File: src/rtl/seg7_pkg.sv
// Shared 7-segment constants: active-high hex glyphs (segment a at bit 6),
// the blank pattern and the default stability window.
package seg7_pkg;

    localparam int SEG7_STABLE_DEFAULT = 16;

    localparam logic [6:0] SEG7_BLANK = 7'h00;

    // Index k holds the glyph for hex digit k.
    localparam logic [6:0] SEG7_HEX [16] = '{
        7'h7E, 7'h30, 7'h6D, 7'h79, 7'h33, 7'h5B, 7'h5F, 7'h70,
        7'h7F, 7'h7B, 7'h77, 7'h1F, 7'h4E, 7'h3D, 7'h4F, 7'h47
    };

endpackage

File: src/rtl/seg7_scan_decoder_if.sv
// Capture-event port of the 7-segment readback block: valid/ready event
// carrying a digit index, plus a sticky overflow flag.
interface seg7_scan_decoder_if #(
    parameter int NUM_DIGITS = 4
);
    localparam int IDX_W = (NUM_DIGITS > 1) ? $clog2(NUM_DIGITS) : 1;

    logic             upd_valid;
    logic [IDX_W-1:0] upd_idx;
    logic             upd_ready;
    logic             upd_overflow;

    modport master (
        output upd_valid,
        output upd_idx,
        output upd_overflow,
        input  upd_ready
    );

    modport slave (
        input  upd_valid,
        input  upd_idx,
        input  upd_overflow,
        output upd_ready
    );

endinterface

File: src/rtl/seg7_pattern_decode.sv
// Combinational glyph decoder: active-high 7-bit pattern -> {hit, blank, hex}.
// hit is set only for one of the 16 hex glyphs; blank only for all-off.
module seg7_pattern_decode
    import seg7_pkg::*;
(
    input  logic [6:0] pattern,
    output logic       hit,
    output logic       blank,
    output logic [3:0] hex
);

    always_comb begin
        hit = 1'b0;
        hex = 4'h0;
        for (int k = 0; k < 16; k++) begin
            if (pattern == SEG7_HEX[k]) begin
                hit = 1'b1;
                hex = 4'(k);
            end
        end
    end

    assign blank = (pattern == SEG7_BLANK);

endmodule

File: src/rtl/seg7_scan_decoder.sv
// Recovers hex digits from a multiplexed active-low 7-segment bus and reports
// each capture on a valid/ready event port. Define SEG7_DP_CAPTURE_EN to also
// capture the decimal point per digit.
module seg7_scan_decoder
    import seg7_pkg::*;
#(
    parameter int NUM_DIGITS    = 4,
    parameter int STABLE_CYCLES = SEG7_STABLE_DEFAULT
) (
    input  logic                    clk,
    input  logic                    rst_n,
    input  logic [6:0]              seg_n,
    input  logic                    dp_n,
    input  logic [NUM_DIGITS-1:0]   digs,
    output logic [4*NUM_DIGITS-1:0] hex_out,
    output logic [NUM_DIGITS-1:0]   digit_valid,
    output logic [NUM_DIGITS-1:0]   bad_pattern,
    output logic [NUM_DIGITS-1:0]   dp_out,
    seg7_scan_decoder_if.master     upd
);

    localparam int IDX_W = (NUM_DIGITS > 1) ? $clog2(NUM_DIGITS) : 1;
    localparam logic [7:0] CNT_MAX  = 8'(STABLE_CYCLES);
    localparam logic [7:0] CNT_FIRE = 8'(STABLE_CYCLES - 1);

    logic [6:0]            seg_s1_reg, seg_s2_reg, seg_prev_reg;
    logic [NUM_DIGITS-1:0] digs_s1_reg, digs_s2_reg, digs_prev_reg;
    logic [7:0]            cnt_reg;

    logic [NUM_DIGITS-1:0][3:0] nib_reg;
    logic [NUM_DIGITS-1:0]      valid_reg;
    logic [NUM_DIGITS-1:0]      bad_reg;

    logic             upd_valid_reg;
    logic [IDX_W-1:0] upd_idx_reg;
    logic             upd_overflow_reg;

    logic             sample_changed;
    logic             digs_onehot;
    logic             capture;
    logic             event_fire;
    logic [IDX_W-1:0] cap_idx;
    logic             pat_hit;
    logic             pat_blank;
    logic [3:0]       pat_hex;

`ifdef SEG7_DP_CAPTURE_EN
    logic                  dp_s1_reg, dp_s2_reg, dp_prev_reg;
    logic [NUM_DIGITS-1:0] dp_reg;
`endif

    always_ff @(posedge clk or negedge rst_n) begin
        if (!rst_n) begin
            seg_s1_reg    <= '0;
            seg_s2_reg    <= '0;
            seg_prev_reg  <= '0;
            digs_s1_reg   <= '0;
            digs_s2_reg   <= '0;
            digs_prev_reg <= '0;
        end else begin
            seg_s1_reg    <= seg_n;
            seg_s2_reg    <= seg_s1_reg;
            seg_prev_reg  <= seg_s2_reg;
            digs_s1_reg   <= digs;
            digs_s2_reg   <= digs_s1_reg;
            digs_prev_reg <= digs_s2_reg;
        end
    end

    always_comb begin
        sample_changed = (seg_s2_reg != seg_prev_reg) || (digs_s2_reg != digs_prev_reg);
`ifdef SEG7_DP_CAPTURE_EN
        sample_changed = sample_changed || (dp_s2_reg != dp_prev_reg);
`endif
        digs_onehot = ($countones(digs_s2_reg) == 1);
        // Fires once per stable run; the saturated counter blocks re-capture.
        capture    = !sample_changed && digs_onehot && (cnt_reg == CNT_FIRE);
        event_fire = capture && (pat_hit || pat_blank);
        cap_idx    = '0;
        for (int i = 0; i < NUM_DIGITS; i++) begin
            if (digs_s2_reg[i]) begin
                cap_idx = IDX_W'(i);
            end
        end
    end

    always_ff @(posedge clk or negedge rst_n) begin
        if (!rst_n) begin
            cnt_reg <= '0;
        end else if (sample_changed || !digs_onehot) begin
            cnt_reg <= '0;
        end else if (cnt_reg != CNT_MAX) begin
            cnt_reg <= cnt_reg + 8'd1;
        end
    end

    seg7_pattern_decode u_decode (
        .pattern (~seg_s2_reg),
        .hit     (pat_hit),
        .blank   (pat_blank),
        .hex     (pat_hex)
    );

    always_ff @(posedge clk or negedge rst_n) begin
        if (!rst_n) begin
            nib_reg   <= '0;
            valid_reg <= '0;
            bad_reg   <= '0;
        end else if (capture) begin
            for (int i = 0; i < NUM_DIGITS; i++) begin
                if (digs_s2_reg[i]) begin
                    if (pat_hit) begin
                        nib_reg[i]   <= pat_hex;
                        valid_reg[i] <= 1'b1;
                        bad_reg[i]   <= 1'b0;
                    end else if (pat_blank) begin
                        valid_reg[i] <= 1'b0;
                        bad_reg[i]   <= 1'b0;
                    end else begin
                        bad_reg[i]   <= 1'b1;
                    end
                end
            end
        end
    end

    // A new event always wins; overflow only when the pending one was not taken.
    always_ff @(posedge clk or negedge rst_n) begin
        if (!rst_n) begin
            upd_valid_reg    <= 1'b0;
            upd_idx_reg      <= '0;
            upd_overflow_reg <= 1'b0;
        end else if (event_fire) begin
            upd_valid_reg <= 1'b1;
            upd_idx_reg   <= cap_idx;
            if (upd_valid_reg && !upd.upd_ready) begin
                upd_overflow_reg <= 1'b1;
            end
        end else if (upd_valid_reg && upd.upd_ready) begin
            upd_valid_reg <= 1'b0;
        end
    end

`ifdef SEG7_DP_CAPTURE_EN
    always_ff @(posedge clk or negedge rst_n) begin
        if (!rst_n) begin
            dp_s1_reg   <= 1'b0;
            dp_s2_reg   <= 1'b0;
            dp_prev_reg <= 1'b0;
            dp_reg      <= '0;
        end else begin
            dp_s1_reg   <= dp_n;
            dp_s2_reg   <= dp_s1_reg;
            dp_prev_reg <= dp_s2_reg;
            for (int i = 0; i < NUM_DIGITS; i++) begin
                if (capture && digs_s2_reg[i]) begin
                    dp_reg[i] <= ~dp_s2_reg;
                end
            end
        end
    end
    assign dp_out = dp_reg;
`else
    logic unused_dp_n;
    assign unused_dp_n = dp_n;
    assign dp_out      = '0;
`endif

    for (genvar gi = 0; gi < NUM_DIGITS; gi++) begin : g_digit_out
        assign hex_out[gi*4 +: 4] = nib_reg[gi];
    end

    assign digit_valid      = valid_reg;
    assign bad_pattern      = bad_reg;
    assign upd.upd_valid    = upd_valid_reg;
    assign upd.upd_idx      = upd_idx_reg;
    assign upd.upd_overflow = upd_overflow_reg;

endmodule

File: src/flat_wrapper.sv
// flat-port wrapper written by rule: the top's interface ports become plain ports
module seg7_scan_decoder_flat import seg7_pkg::*;
#(
    parameter int NUM_DIGITS    = 4,
    parameter int STABLE_CYCLES = SEG7_STABLE_DEFAULT
)
  (clk, rst_n, seg_n, dp_n, digs, hex_out, digit_valid, bad_pattern, dp_out, upd_upd_valid, upd_upd_idx, upd_upd_overflow, upd_upd_ready);
  seg7_scan_decoder_if #(.NUM_DIGITS(NUM_DIGITS)) upd_i ();
  input  logic clk;
  input  logic rst_n;
  input  logic [6:0] seg_n;
  input  logic dp_n;
  input  logic [NUM_DIGITS-1:0] digs;
  output logic [4*NUM_DIGITS-1:0] hex_out;
  output logic [NUM_DIGITS-1:0] digit_valid;
  output logic [NUM_DIGITS-1:0] bad_pattern;
  output logic [NUM_DIGITS-1:0] dp_out;
  output wire logic [$bits(upd_i.upd_valid)-1:0] upd_upd_valid;
  output wire logic [$bits(upd_i.upd_idx)-1:0] upd_upd_idx;
  output wire logic [$bits(upd_i.upd_overflow)-1:0] upd_upd_overflow;
  input wire logic [$bits(upd_i.upd_ready)-1:0] upd_upd_ready;
  assign upd_upd_valid = upd_i.upd_valid;
  assign upd_upd_idx = upd_i.upd_idx;
  assign upd_upd_overflow = upd_i.upd_overflow;
  assign upd_i.upd_ready = upd_upd_ready;
  seg7_scan_decoder #(.NUM_DIGITS(NUM_DIGITS), .STABLE_CYCLES(STABLE_CYCLES)) u_core (.clk(clk), .rst_n(rst_n), .seg_n(seg_n), .dp_n(dp_n), .digs(digs), .hex_out(hex_out), .digit_valid(digit_valid), .bad_pattern(bad_pattern), .dp_out(dp_out), .upd(upd_i));
endmodule
File: config.mk
export PLATFORM = sky130hd
export DESIGN_NAME = seg7_scan_decoder_flat
export DESIGN_NICKNAME = d
export VERILOG_FILES = /design/src/rtl/seg7_pkg.sv /design/src/rtl/seg7_scan_decoder_if.sv /design/src/rtl/seg7_pattern_decode.sv /design/src/rtl/seg7_scan_decoder.sv /design/src/flat_wrapper.sv
export SDC_FILE = /design/constraint.sdc
export NUM_CORES = 1
export LEC_CHECK = 0
export ABC_CLOCK_PERIOD_IN_PS = 4320
export BUFFER_PORTS_ARGS = -buffer_cell sky130_fd_sc_hd__buf_2
export CORE_MARGIN = 2
export CORE_UTILIZATION = 45
export DETAILED_ROUTE_END_ITERATION = 8
export PLACE_DENSITY = 0.65
export RECOVER_POWER = 100
export SLEW_MARGIN = 25
export SYNTH_ARGS = -nofsm -noshare
export SYNTH_HDL_FRONTEND = slang
export SYNTH_SLANG_ARGS = --single-unit
File: constraint.sdc
create_clock -name clk -period 4.32 [get_ports clk]
set_input_delay 0 -clock clk [delete_from_list [all_inputs] [get_ports clk]]
set_output_delay 0 -clock clk [all_outputs]
set_load 0.01 [all_outputs]
-- Word level (Yosys, flattened, before mapping)
Cells that the tools add are included.
- input bits: 15
- register bits: 69
- eq/ne operators: 21
- reduce and logical (&&, ||, !) cells: 28
- add/sub/neg operators: 4
- muxes and demuxes: 42
- bitwise gates (word level): 1
- operators with widths (kind ; number):
    $eq A7 B7 Y1 const B ; 12
    $mux W4 ; 14
    $add A32 B32 Y32 ; 1
    $eq A32 B2 Y1 const B ; 1
    $mux W1 ; 24
    $reduce_and A3 Y1 ; 8
    $eq A7 B6 Y1 const B ; 3
    $mux W8 ; 2
    $reduce_and A2 Y1 ; 5
    $add A8 B1 Y8 const B ; 1
    $eq A8 B4 Y1 const B ; 1
    $ne A8 B5 Y1 const B ; 1
    $eq A7 B5 Y1 const B ; 1
    $logic_not A7 Y1 ; 1
    $ne A7 B7 Y1 ; 1
    $not A7 Y7 ; 1
    $reduce_bool A2 Y1 ; 3
    $logic_and A1 B1 Y1 ; 5
    $add A1 B1 Y2 ; 2
    $mux W2 ; 2
    $ne A4 B4 Y1 ; 1
    $logic_not A1 Y1 ; 3
    $logic_or A1 B1 Y1 ; 3

-- Depth between registers and ports, before layout
Gate-level depths: netlist (run 1).
- depth in word-level cells: 21
- mapped depth: 10

-- Cells and area by module
Synthesis (run 1) repeated with hierarchy kept, for this count alone.
- cell total of the unflattened synthesis: 239
- area, all modules: 3004.1 um^2
- modules (own cells, without submodules) (module ; instances ; area each (um^2) ; seq. area each (um^2) ; cells each):
    seg7_scan_decoder ; 1 ; 2670.1 ; 1726.7 ; 189
    seg7_pattern_decode ; 1 ; 334.1 ; 0.0 ; 50

-- Worst setup path after synthesis (run 1)
OpenSTA, ideal clock, no wires.
- kind: reg2reg
- start point: register u_core.digs_s2_reg[2]
- end point: register u_core.valid_reg[0] (netlist: u_core.digit_valid[0])
- arrival: 2833 ps
- path slack: 1369 ps
- clock period less this slack: 2951 ps
- cell stages (with the launch flop): 11
- path buffers: 1
- data required time: 4202 ps
- cells stage by stage: dfrtp_1 inv_1 ha_1 ha_1 fa_1 nor3b_1 nand4_2 or3_4 buf_6 or3_1 a21o_1
- cells in the longest elaborated chain, start to end: 6
- RTL lines (element ; line ; text):
    start: declaration ; seg7_scan_decoder.sv:27 ; logic [NUM_DIGITS-1:0] digs_s1_reg, digs_s2_reg, digs_prev_reg;
    start signal: assignment ; seg7_scan_decoder.sv:65 ; digs_s2_reg <= digs_s1_reg;
    $add A1 B1 Y2 (not written as such) or $ne A4 B4 Y1 (tied branches) ; seg7_scan_decoder.sv:75, seg7_scan_decoder.sv:71 ;
    $add A32 B32 Y32 (not written as such) or $logic_or A1 B1 Y1 (tied branches) ; seg7_scan_decoder.sv:75, seg7_scan_decoder.sv:71 ;
    $eq A32 B2 Y1 or $logic_not A1 Y1 (tied branches) ; seg7_scan_decoder.sv:75, seg7_scan_decoder.sv:77 ;
    $logic_and A1 B1 Y1 * (2 in series) ; seg7_scan_decoder.sv:77 ; capture = !sample_changed && digs_onehot && (cnt_reg == CNT_FIRE);
    $reduce_and A3 Y1 (no source line) * ; -- ;
    end signal: assignment ; seg7_scan_decoder.sv:107 ; valid_reg <= '0;
    end signal: indexed assignment ; seg7_scan_decoder.sv:114 ; valid_reg[i] <= 1'b1;
    end signal: indexed assignment ; seg7_scan_decoder.sv:117 ; valid_reg[i] <= 1'b0;
    end: declaration ; seg7_scan_decoder.sv:31 ; logic [NUM_DIGITS-1:0] valid_reg;
Mark *: on every way between the ends. The rest lies on a longest branch, timed or not.
A chain may end at the register's enable or synchronous reset.

-- Final worst setup path (run 1)
- start point: register u_core.digs_s2_reg[2]
- end point: register u_core.valid_reg[1] (netlist: u_core.digit_valid[1])
The elaborated chain is that of the path after synthesis.

==> metrics.md, run 1 <==
| Metric | Value |
|---|---|
| IO buf count | 41 |
| Area contributors post-synth | dfrtp_1 55%, mux2i_1 4.5%, xnor2_1 3.4%, ha_1 2.4%, o31a_4 2.2% |
| Yosys reg bits | 69 |
| Vias per cell | 5.21 |
| Number of global-route vias before repair | 1,986 |
| Final worst-path cycle share | 78.3% |
| Netlist cell types | 55 |
| Crit path cell chain | inv_1, ha_1, ha_1, fa_1, nor3b_1, nand4_1, or3_1, or3_1, a21o_1 |
| Placed Cells | 363 |
| Diodes inserted | 0 |
| Die width | 87.5 µm |
| Area grow syn2layout | 18.5% |
| Most common cell after layout, fill and taps aside | dfrtp_1 |
| Commonest non-fill, non-tap cells in the layout | 69 x dfrtp_1, 28 x clkbuf_1, 18 x inv_1 |
| First-pass GRT wire length | 9.43 mm |
| GR Overflow Total | 0 |
| Top_reg_cell synth | dfrtp_1 |
| Worst path bufs/invs | 1 |
| R2R Setup Slk | 940 ps |
| Largest register FFs | 16 |
| RD Place Congestion | 0.819 |
| Outcome | finished with violations |
| Fin cells | 392 |
| Number of synthesized flops with an enable pin | 0 |
| Routed wire length per instance | 14.3 µm |
| Vias | 2,044 |
| Rel. slew slack | -10.9% |
| Max FO, Critical Path | 12 |
| CTS tree | built |
| H-tree levels | 3 |
| Mapped Avg Cell Area | 12.5 µm² |
| MaxCap Viol Count | 1 |
| Mapped Area | 3140 µm² |
| Largest net degree at the start of global routing | 70 |
| Die footprint | 7650 µm² |
| Clk_lat worst skew | 340 ps |
| Share of the synthesized area in the top cell type | 55.0% |
| PostCTS Resize Cnt | 0 |
| Register area share after synthesis | 55.0% |
| FMAX | 295 MHz |
| TNS Setup | 0 ps |
| Cells after synthesis | 250 |
| 1st-iter DRT viols | 248 |
| CP Launch Type | flop |
| Clk slew on worst S/H paths | 80 ps |
| Longest Clk Path Bufs | 2 |
| RSZ-0062 raised after global routing | no |
| Ys Warns | 0 |
| Hold slack final | 296 ps |
| Failing checks | capacitance limit, slew limit |
| CTS root buf | clkbuf_8 |
| Post-Route WL | 5.62 mm |
| Critical Path RT | 4550 ps |
| Max VDD drop | 0.222 mV |
| DRT antenna net count | 0 |
| Core area | 6760 µm² |
| Max stage delay on crit path | 630 ps |
| Initial Util | 46.4% |
| Final min period | 3380 ps |
| Placed wire-length estimate | 3.65 mm |
| Endpoint class of the critical path | flop |
| CP arrival | 3620 ps |
| Total track usage | 16.3% |
| Final slew viol count | 70 |
| Multi-input logic area | 1240 µm² |
| Die H | 87.5 µm |
| Pleak | 0.00163 µW |
| Fillers | 604 |
| HP Class | input port to flop |
| Num Clock Sinks | 69 |
| Storage element area | 1730 µm² |
| Rows | 30 |
| Final setup violation count | 0 |
| Top Ports | 47 |
| Cell Pwr Density | 390 nW/µm² |
| Residual DRC | 0 |
| Num CTS Buffers | 9 |
| CP Class | flop to flop |
| Worst-case clock skew | 8.79 ps |
| Synth async-reset ratio | 100% |
| Initial antenna violation count | 0 |
| Share of layout cells above drive strength 1 | 15.4% |
| Final Hold Viols | 0 |
| Cell family with most CP delay | simple AND/OR/NAND/NOR gates |
| Final #Nets | 329 |
| Area leader, netlist | dfrtp_1 |
| Critical path's slowest cell | or3_1 |
| Initial DRT Pass Iterations | 4 |
| Worst-Margin Slew | 1660 ps |
cell usage after synthesis (2+ instances only):
library cell	n
dfrtp_1	69
xnor2_2	2
nand2_1	6
nand3_1	12
ha_1	6
a21oi_1	9
nor4_1	5
buf_6	3
buf_2	2
or3_1	3
o21ai_1	2
nor3b_1	3
mux2i_1	14
nor3_1	2
and3_1	2
nand4_2	3
nand2b_1	3
a21o_1	3
nor4bb_1	2
inv_1	18
mux2_2	4
xor2_1	2
nand4b_1	2
nand3b_1	3
nor2_1	16
xnor2_1	12
o31a_4	4
buf_4	6
mux2_1	4
and4b_1	3
power breakdown:
| part | internal (µW) | total, µW | switching (µW) |
|---|---|---|---|
| logic | 34.6 | 72.7 | 38.2 |
| clock network | 457 | 695 | 237 |
| registers | 661 | 683 | 21.7 |
cell families (layout without fill, tap and decap cells):
family | Yosys count | count (layout) | synth area share, %
buffers and inverters | 30 | 89 | 5.11
adders and majority gates | 7 | 7 | 3.03
other | 1 | 4 | 0.120
AOI/OAI and AO/OA | 29 | 29 | 7.74
muxes | 22 | 22 | 7.34
xor gates and xnor gates | 17 | 17 | 5.82
DFF | 69 | 69 | 55.0
and+or+nand+nor | 75 | 75 | 15.8
path summary, 6_finish.rpt:
kind                                                  from                                end  cells past startpoint
min reg2reg                u_core.digs_s1_reg[3]$_DFF_PN0_    u_core.digs_s2_reg[3]$_DFF_PN0_                      0
min in group asynchronous                            rst_n      u_core.cnt_reg[3]$_DFFE_PN0P_                      3
min                                               seg_n[5]     u_core.seg_s1_reg[5]$_DFF_PN0_                      2
max in group asynchronous                            rst_n    u_core.digs_s2_reg[2]$_DFF_PN0_                      3
max reg2reg                u_core.digs_s2_reg[2]$_DFF_PN0_  u_core.digit_valid[1]$_DFFE_PN0P_                      9
max                        u_core.digs_s2_reg[2]$_DFF_PN0_  u_core.digit_valid[1]$_DFFE_PN0P_                      9
layout make-up:
| cell class | count | area share [%] |
|---|---|---|
| flip-flops and latches | 69 | 46.5 |
| clock inverters | 6 | 3.60 |
| repair buffers | 55 | 8.22 |
| multi-input cells | 154 | 33.5 |
| inverters | 18 | 1.82 |
| clock buffers | 10 | 3.70 |
| well taps | 80 | 2.69 |
what timing repair did:
item | in CTS | in global routing
hold buffers | 13 | 0
endpoints found under the hold margin | 82 | 0
setup buffers | 0 | 0
per-stage QoR:
stage | util [%] | power, µW | area [µm²] | setup WS (ps)
after floorplan | - | 738 | 3150 | 1370
after global placement | 49.9 | 760 | 3370 | 1100
after detailed placement | 49.9 | 762 | 3370 | 1060
after CTS | 55.8 | 1480 | 3770 | 1030
after global routing | 55.0 | 1510 | 3720 | 727
final | 55.0 | 1450 | 3720 | 936
per-layer routing:
metal  track usage [%]  vias up  part of all wire, %
met2              23.8       58                   47
li1                  -      982                    -
met1              22.2     1002                   47
met4              5.03        0                 0.71
met5                 0        -                    0
met3              6.92        2                  5.5
No activity file was read; power rests on OpenSTA's default activity.
==> run 2, diff against run 1 <==
--- a/config.mk
+++ b/config.mk
@@ -5,12 +5,12 @@
 export SDC_FILE = /design/constraint.sdc
 export NUM_CORES = 1
 export LEC_CHECK = 0
-export ABC_CLOCK_PERIOD_IN_PS = 4320
+export ABC_CLOCK_PERIOD_IN_PS = 3100
 export BUFFER_PORTS_ARGS = -buffer_cell sky130_fd_sc_hd__buf_2
 export CORE_MARGIN = 2
 export CORE_UTILIZATION = 45
 export DETAILED_ROUTE_END_ITERATION = 8
-export PLACE_DENSITY = 0.65
+export PLACE_DENSITY = 0.68
 export RECOVER_POWER = 100
 export SLEW_MARGIN = 25
 export SYNTH_ARGS = -nofsm -noshare
==> constraint.sdc (replaced) <==
create_clock -name clk -period 3.1 [get_ports clk]
set_input_delay 0 -clock clk [delete_from_list [all_inputs] [get_ports clk]]
set_output_delay 0 -clock clk [all_outputs]
set_load 0.01 [all_outputs]
==> metrics.md, run 2 (synthesis gave the netlist of run 1 again) <==
| Metric | Value |
|---|---|
| Reg-to-reg endpoint | u_core.hex_out[3]$_DFFE_PN0P_ |
| CP Launch Type | flop |
| Rows | 30 (unchanged) |
| TNS Setup | 0 ps (unchanged) |
| Clock power share | 43.4% (-4.5 points) |
| Total track usage | 16.9% (+0.62 points) |
| Longest Clk Path Bufs | 2 (unchanged) |
| CTS tree | built |
| CP arrival | 3160 ps (-460 ps) |
| Initial DRT Pass Iterations | 6 (+2) |
| Residual DRC | 0 (unchanged) |
| R2r worst-path depth | 9 (unchanged) |
| Pleak | 0.00166 µW (+1.8%) |
| First-pass GRT wire length | 9.85 mm (+4.5%) |
| Max FO, Critical Path | 6 (-6) |
| Failing checks | capacitance limit, slew limit |
| Vias | 2,100 (+2.7%) |
| Worst-case clock skew | 9.27 ps (+0.480 ps) |
| Flop pwr share | 50.7% (+3.6 points) |
| Largest register FFs | 16 (unchanged) |
| FMAX | 340 MHz (+15%) |
| H-tree levels | 3 (unchanged) |
| Worst Setup EP | u_core.hex_out[3]$_DFFE_PN0P_ |
| R2R Setup Slk | 160 ps (-770 ps) |
| Vias per cell | 5.19 (-0.56%) |
| Cell Pwr Density | 496 nW/µm² (+27%) |
| Final #Nets | 342 (+4.0%) |
| HP Class | input port to flop |
| Diodes inserted | 0 (unchanged) |
| Placed wire-length estimate | 4.06 mm (+11%) |
| Post-Route WL | 6.03 mm (+7.4%) |
| RD Place Congestion | 0.802 (-2.1%) |
| RR Startpoint | u_core.digs_s2_reg[0]$_DFF_PN0_ |
| Endpoint class of the critical path | flop |
| Largest net degree at the start of global routing | 41 (-41%) |
| MaxCap Viol Count | 1 (unchanged) |
| Max VDD drop | 0.195 mV (-12%) |
| Outcome | finished with violations |
| RSZ-0062 raised after global routing | no |
| Crit path from | u_core.digs_s2_reg[0]$_DFF_PN0_ |
| Share of layout cells above drive strength 1 | 18.5% (+3.1 points) |
| Layout Utilization | 55.9% (+0.91 points) |
| Core area | 6760 µm² (unchanged) |
| Internal power | 1450 µW (+26%) |
| Die H | 87.5 µm (unchanged) |
| Final min period | 2940 ps (-447 ps) |
| Commonest non-fill, non-tap cells in the layout | 69 x dfrtp_1, 33 x clkbuf_1, 18 x inv_1 |
| Clk_lat worst skew | 340 ps (about the same) |
| Area grow syn2layout | 20.4% |
| CTS root buf | clkbuf_8 |
| Rel. slew slack | -39.9% (-29 points) |
| Fillers | 586 (-3.0%) |
| Top Ports | 47 (unchanged) |
| Number of global-route vias before repair | 2,064 (+3.9%) |
| Die width | 87.5 µm (unchanged) |
| Critical Path RT | 3320 ps (-1230 ps) |
| Initial antenna violation count | 0 (unchanged) |
| Die footprint | 7650 µm² (unchanged) |
| Final worst-path cycle share | 94.8% (+16 points) |
| Worst-Margin Slew | 2100 ps (+434 ps) |
| Net switching power | 424 µW (+43%) |
| IO buf count | 41 (unchanged) |
| Initial Util | 46.4% (unchanged) |
| Sw frac | 22.7% (+2.2 points) |
| CP Class | flop to flop |
| Most common cell after layout, fill and taps aside | dfrtp_1 |
| Clk slew on worst S/H paths | 70 ps (about the same) |
| Final WS setup | 162 ps (-773 ps) |
| Combinational Power Share | 5.9% (+0.9 points) |
| Num Clock Sinks | 69 (unchanged) |
| 1st-iter DRT viols | 123 (-50%) |
| Final setup violation count | 0 (unchanged) |
| GR Overflow Total | 0 (unchanged) |
| Final slew viol count | 41 (-41%) |
| Placement Setup Slack | 117 ps (-941 ps) |
| Routed wire length per instance | 14.9 µm (+3.9%) |
| Final Hold Viols | 0 (unchanged) |
| DRT antenna net count | 0 (unchanged) |
| Num CTS Buffers | 9 (unchanged) |
-- run 2: changes by cell type in the layout (fill, tap and decap cells not counted), sizes merged --
cell / change
buf: +9
clkbuf: +5
bufinv: -2
clkinvlp: +2
clkinv: -1
-- run 2: how the worst min path moves through the flow --
stage / from / end / slack, ps / cells past startpoint
2_1_floorplan: rst_n / u_core.bad_pattern[0]$_DFFE_PN0P_ / -300 / 0
3_3_place_gp: seg_n[3] / u_core.seg_s1_reg[3]$_DFF_PN0_ / 110 / 1
3_5_place_dp: digs[3] / u_core.digs_s1_reg[3]$_DFF_PN0_ / 110 / 1
4_1_cts: seg_n[3] / u_core.seg_s1_reg[3]$_DFF_PN0_ / 280 / 2
5_1_grt: digs[0] / u_core.digs_s1_reg[0]$_DFF_PN0_ / 300 / 2
6_report: seg_n[2] / u_core.seg_s1_reg[2]$_DFF_PN0_ / 300 / 2
-- run 2: worst max-delay path: stages, from the launching register on --
cell and delay (ps):
dfrtp_1 420, ha_1 310, ha_1 210, fa_1 450, nor3b_2 220, nand4_2 200, nor4_2 380, buf_4 180
o31a_4 130, mux2_1 320
-- run 2: area by class of cell --
| type | count | area [µm²] | area share [%] |
|---|---|---|---|
| Timing Repair Buffer | 68 | 390 | 10.3 |
| Multi-Input combinational cell | 154 | 1270 | 33.6 |
| Clock inverter | 5 | 83.8 | 2.22 |
| Sequential cell | 69 | 1730 | 45.7 |
| Tap cell | 80 | 100 | 2.65 |
| Inverter | 18 | 67.6 | 1.79 |
| Clock buffer | 11 | 141 | 3.74 |
-- run 2: repair_timing --
action | in CTS | in global routing
hold buffers | 13 | 0
buffers inserted | 0 | 1
endpoints found under the setup margin | 0 | 15
endpoints found under the hold margin | 52 | 0
resized for setup | 0 | 4
-- run 2: through the flow --
step	hold slack [ps]	cell area [µm²]	std cells	total power [µW]
global route	301	3780	405	1940
CTS	277	3810	404	1890
global placement	107	3460	375	1060
detailed placement	110	3460	375	1070
floorplan	-296	3150	253	1030
finish	297	3780	405	1870
-- run 2: power by group through the flow --
stage | Combinational (µW) | Sequential, µW | Clock (µW)
floorplan | 75.4 | 952 | 0
global placement | 96.3 | 966 | 0
detailed placement | 99.2 | 967 | 0
CTS | 112 | 950 | 830
global route | 125 | 953 | 859
finish | 111 | 950 | 812
-- run 2: metal layers --
| metal | track usage [%] | up-vias | wire (µm) |
|---|---|---|---|
| met5 | 0 | - | 0 |
| li1 | - | 1005 | - |
| met2 | 25.2 | 45 | 2790 |
| met3 | 2.84 | 10 | 189 |
| met1 | 24.4 | 1040 | 2940 |
| met4 | 7.55 | 0 | 113 |
==> run 3, diff against run 2 <==
--- a/config.mk
+++ b/config.mk
@@ -7,11 +7,10 @@
 export LEC_CHECK = 0
 export ABC_CLOCK_PERIOD_IN_PS = 3100
 export BUFFER_PORTS_ARGS = -buffer_cell sky130_fd_sc_hd__buf_2
-export CORE_MARGIN = 2
+export CORE_MARGIN = 10
 export CORE_UTILIZATION = 45
 export DETAILED_ROUTE_END_ITERATION = 8
 export PLACE_DENSITY = 0.68
-export RECOVER_POWER = 100
 export SLEW_MARGIN = 25
 export SYNTH_ARGS = -nofsm -noshare
 export SYNTH_HDL_FRONTEND = slang
==> metrics.md, run 3 (synthesis gave the netlist of run 1 again) <==
| Metric | Value |
|---|---|
| RSZ-0062 raised after global routing | no |
| Routed wire length per instance | 14.9 µm (+0.23%) |
| Worst-case clock skew | 9.90 ps (+0.630 ps) |
| 1st-iter DRT viols | 108 (-12%) |
| First-pass GRT wire length | 10.5 mm (+6.9%) |
| GR Overflow Total | 0 (unchanged) |
| Postcts setup bufs | 0 (unchanged) |
| Net switching power | 414 µW (-2.5%) |
| Initial Util | 46.2% (-0.26 points) |
| Area grow syn2layout | 21.2% |
| Layout Utilization | 56.0% (+0.060 points) |
| Rel. slew slack | 56.9% (+97 points) |
| Number of global-route vias before repair | 2,193 (+6.3%) |
| Final slew viol count | 0 (-100%) |
| RD Place Congestion | 0.760 (-5.1%) |
| IO buf count | 41 (unchanged) |
| Design area | 3800 µm² (+0.66%) |
| Post-Place Cell Area | 3470 µm² (+0.36%) |
| Worst-Margin Slew | 646 ps (-1450 ps) |
| Largest net degree at the start of global routing | 52 (+27%) |
| Vias per cell | 4.95 (-4.6%) |
| Clk_lat worst skew | 340 ps (about the same) |
| Pleak | 0.00178 µW (+7.1%) |
| HP Class | input port to async pin |
| Cell Pwr Density | 461 nW/µm² (-7.0%) |
| CTS tree | built |
| CP arrival | 3180 ps (+20 ps) |
| Initial DRT Pass Iterations | 4 (-2) |
| Most common cell after layout, fill and taps aside | dfrtp_1 |
| Flop pwr share | 54.1% (+3.4 points) |
| Clk slew on worst S/H paths | 70 ps (about the same) |
| Final min period | 2950 ps (+11.1 ps) |
| Critical Path RT | 3330 ps (about the same) |
| Final Hold Viols | 0 (unchanged) |
| Combinational Power Share | 6.4% (+0.5 points) |
| Final setup violation count | 0 (unchanged) |
| Die H | 103 µm (+18%) |
| H-tree levels | 3 (unchanged) |
| Clock power share | 39.5% (-3.9 points) |
| MaxCap Viol Count | 0 (-1) |
| Rows | 30 (unchanged) |
| Endpoint class of the critical path | flop |
| Residual DRC | 0 (unchanged) |
| Final #Nets | 340 (-0.58%) |
| Power Total | 1750 µW (-6.3%) |
| Die footprint | 10,700 µm² (+40%) |
| Commonest non-fill, non-tap cells in the layout | 69 x dfrtp_1, 41 x buf_2, 18 x inv_1 |
| Top Ports | 47 (unchanged) |
| Outcome | finished clean |
| Sw frac | 23.6% (+0.92 points) |
| Fillers | 605 (+3.2%) |
| Die width | 103 µm (+18%) |
| Largest register FFs | 16 (unchanged) |
| Core area | 6790 µm² (+0.56%) |
| Longest Clk Path Bufs | 2 (unchanged) |
| CP Class | flop to flop |
| Diodes inserted | 0 (unchanged) |
| Storage element area | 1730 µm² (unchanged) |
| FMAX | 339 MHz (-0.38%) |
| Multi-input logic area | 1270 µm² (+0.39%) |
| Vias | 2,073 (-1.3%) |
| Share of layout cells above drive strength 1 | 28.5% (+10 points) |
| Internal power | 1340 µW (-7.5%) |
| Max FO, Critical Path | 6 (unchanged) |
| CP Launch Type | flop |
| Initial antenna violation count | 0 (unchanged) |
| Total track usage | 12.8% (-4.2 points) |
| CTS root buf | clkbuf_8 |
| Num CTS Buffers | 9 (unchanged) |
| Max VDD drop | 0.275 mV (+41%) |
| TNS Setup | 0 ps (unchanged) |
| Placed wire-length estimate | 4.46 mm (+9.9%) |
| Post-Route WL | 6.25 mm (+3.7%) |
| Final worst-path cycle share | 95.1% (+0.36 points) |
| DRT antenna net count | 0 (unchanged) |
| Num Clock Sinks | 69 (unchanged) |
==> run 3: cell count changes in the layout (fill, tap and decap cells not counted), sizes merged <==
cell | previous run | this run
clkbuf | 44 | 9
buf | 22 | 53
clkinv | 1 | 5
bufinv | 2 | 1
clkinvlp | 2 | 1
==> run 3: what timing repair did <==
item | 4_1_cts | 5_1_grt
endpoints found under the hold margin | 31 | 0
gates resized for setup | 0 | 2
endpoints found under the setup margin | 0 | 8
hold buffers | 13 | 0
==> run 3: final cells by class <==
class,instances,share of cell area [%]
Inverter,18,1.78
Timing Repair Buffer,66,11.2
Clock inverter,7,1.74
Multi-Input combinational cell,154,33.5
Clock buffer,9,3.26
Sequential cell,69,45.4
Tap cell,96,3.16
==> run 3: through the flow <==
step                hold slack [ps]  cells  setup slack (ps)
finish                          134    419               151
global route                    158    419              29.3
CTS                             127    419              89.7
detailed placement            -37.6    390               120
global placement              -51.6    390               160
floorplan                      -296    253               149
==> run 3: layer usage <==
layer / vias up / GRT usage, % / routed length [µm]
met4: 0 / 5.56 / 85
met5: - / 0 / 0
met3: 8 / 4.32 / 354
met1: 1025 / 15.8 / 2860
li1: 1003 / - / -
met2: 37 / 19.9 / 2950
==> run 3: power groups by stage <==
stage          clock network [µW]  logic, µW  registers [µW]
3_3_place_gp                    0       96.3             966
2_1_floorplan                   0       75.4             952
6_report                      693        113             949
5_1_grt                       758        127             952
3_5_place_dp                    0       98.9             966
4_1_cts                       719        112             948
==> run 3: worst max-delay path: stages, from the launching register on <==
cell and delay, ps:
dfrtp_1 430, ha_1 310, ha_1 210, fa_1 450, nor3b_2 210, nand4_2 210, or3_4 450, or3_1 390
a21o_1 180
==> run 3: path summary, 6_finish.rpt <==
kind	to	from	cells after the start	slack, ps
setup / recovery	u_core.digit_valid[2]$_DFFE_PN0P_	u_core.digs_s2_reg[0]$_DFF_PN0_	8	150
hold / removal	u_core.cnt_reg[3]$_DFFE_PN0P_	rst_n	2	130
setup reg to reg	u_core.digit_valid[2]$_DFFE_PN0P_	u_core.digs_s2_reg[0]$_DFF_PN0_	8	150
hold reg to reg	u_core.seg_s2_reg[0]$_DFF_PN0_	u_core.seg_s1_reg[0]$_DFF_PN0_	0	350
max in group asynchronous	u_core.seg_s1_reg[2]$_DFF_PN0_	rst_n	3	1970
min in group clk	u_core.seg_s1_reg[3]$_DFF_PN0_	seg_n[3]	2	300
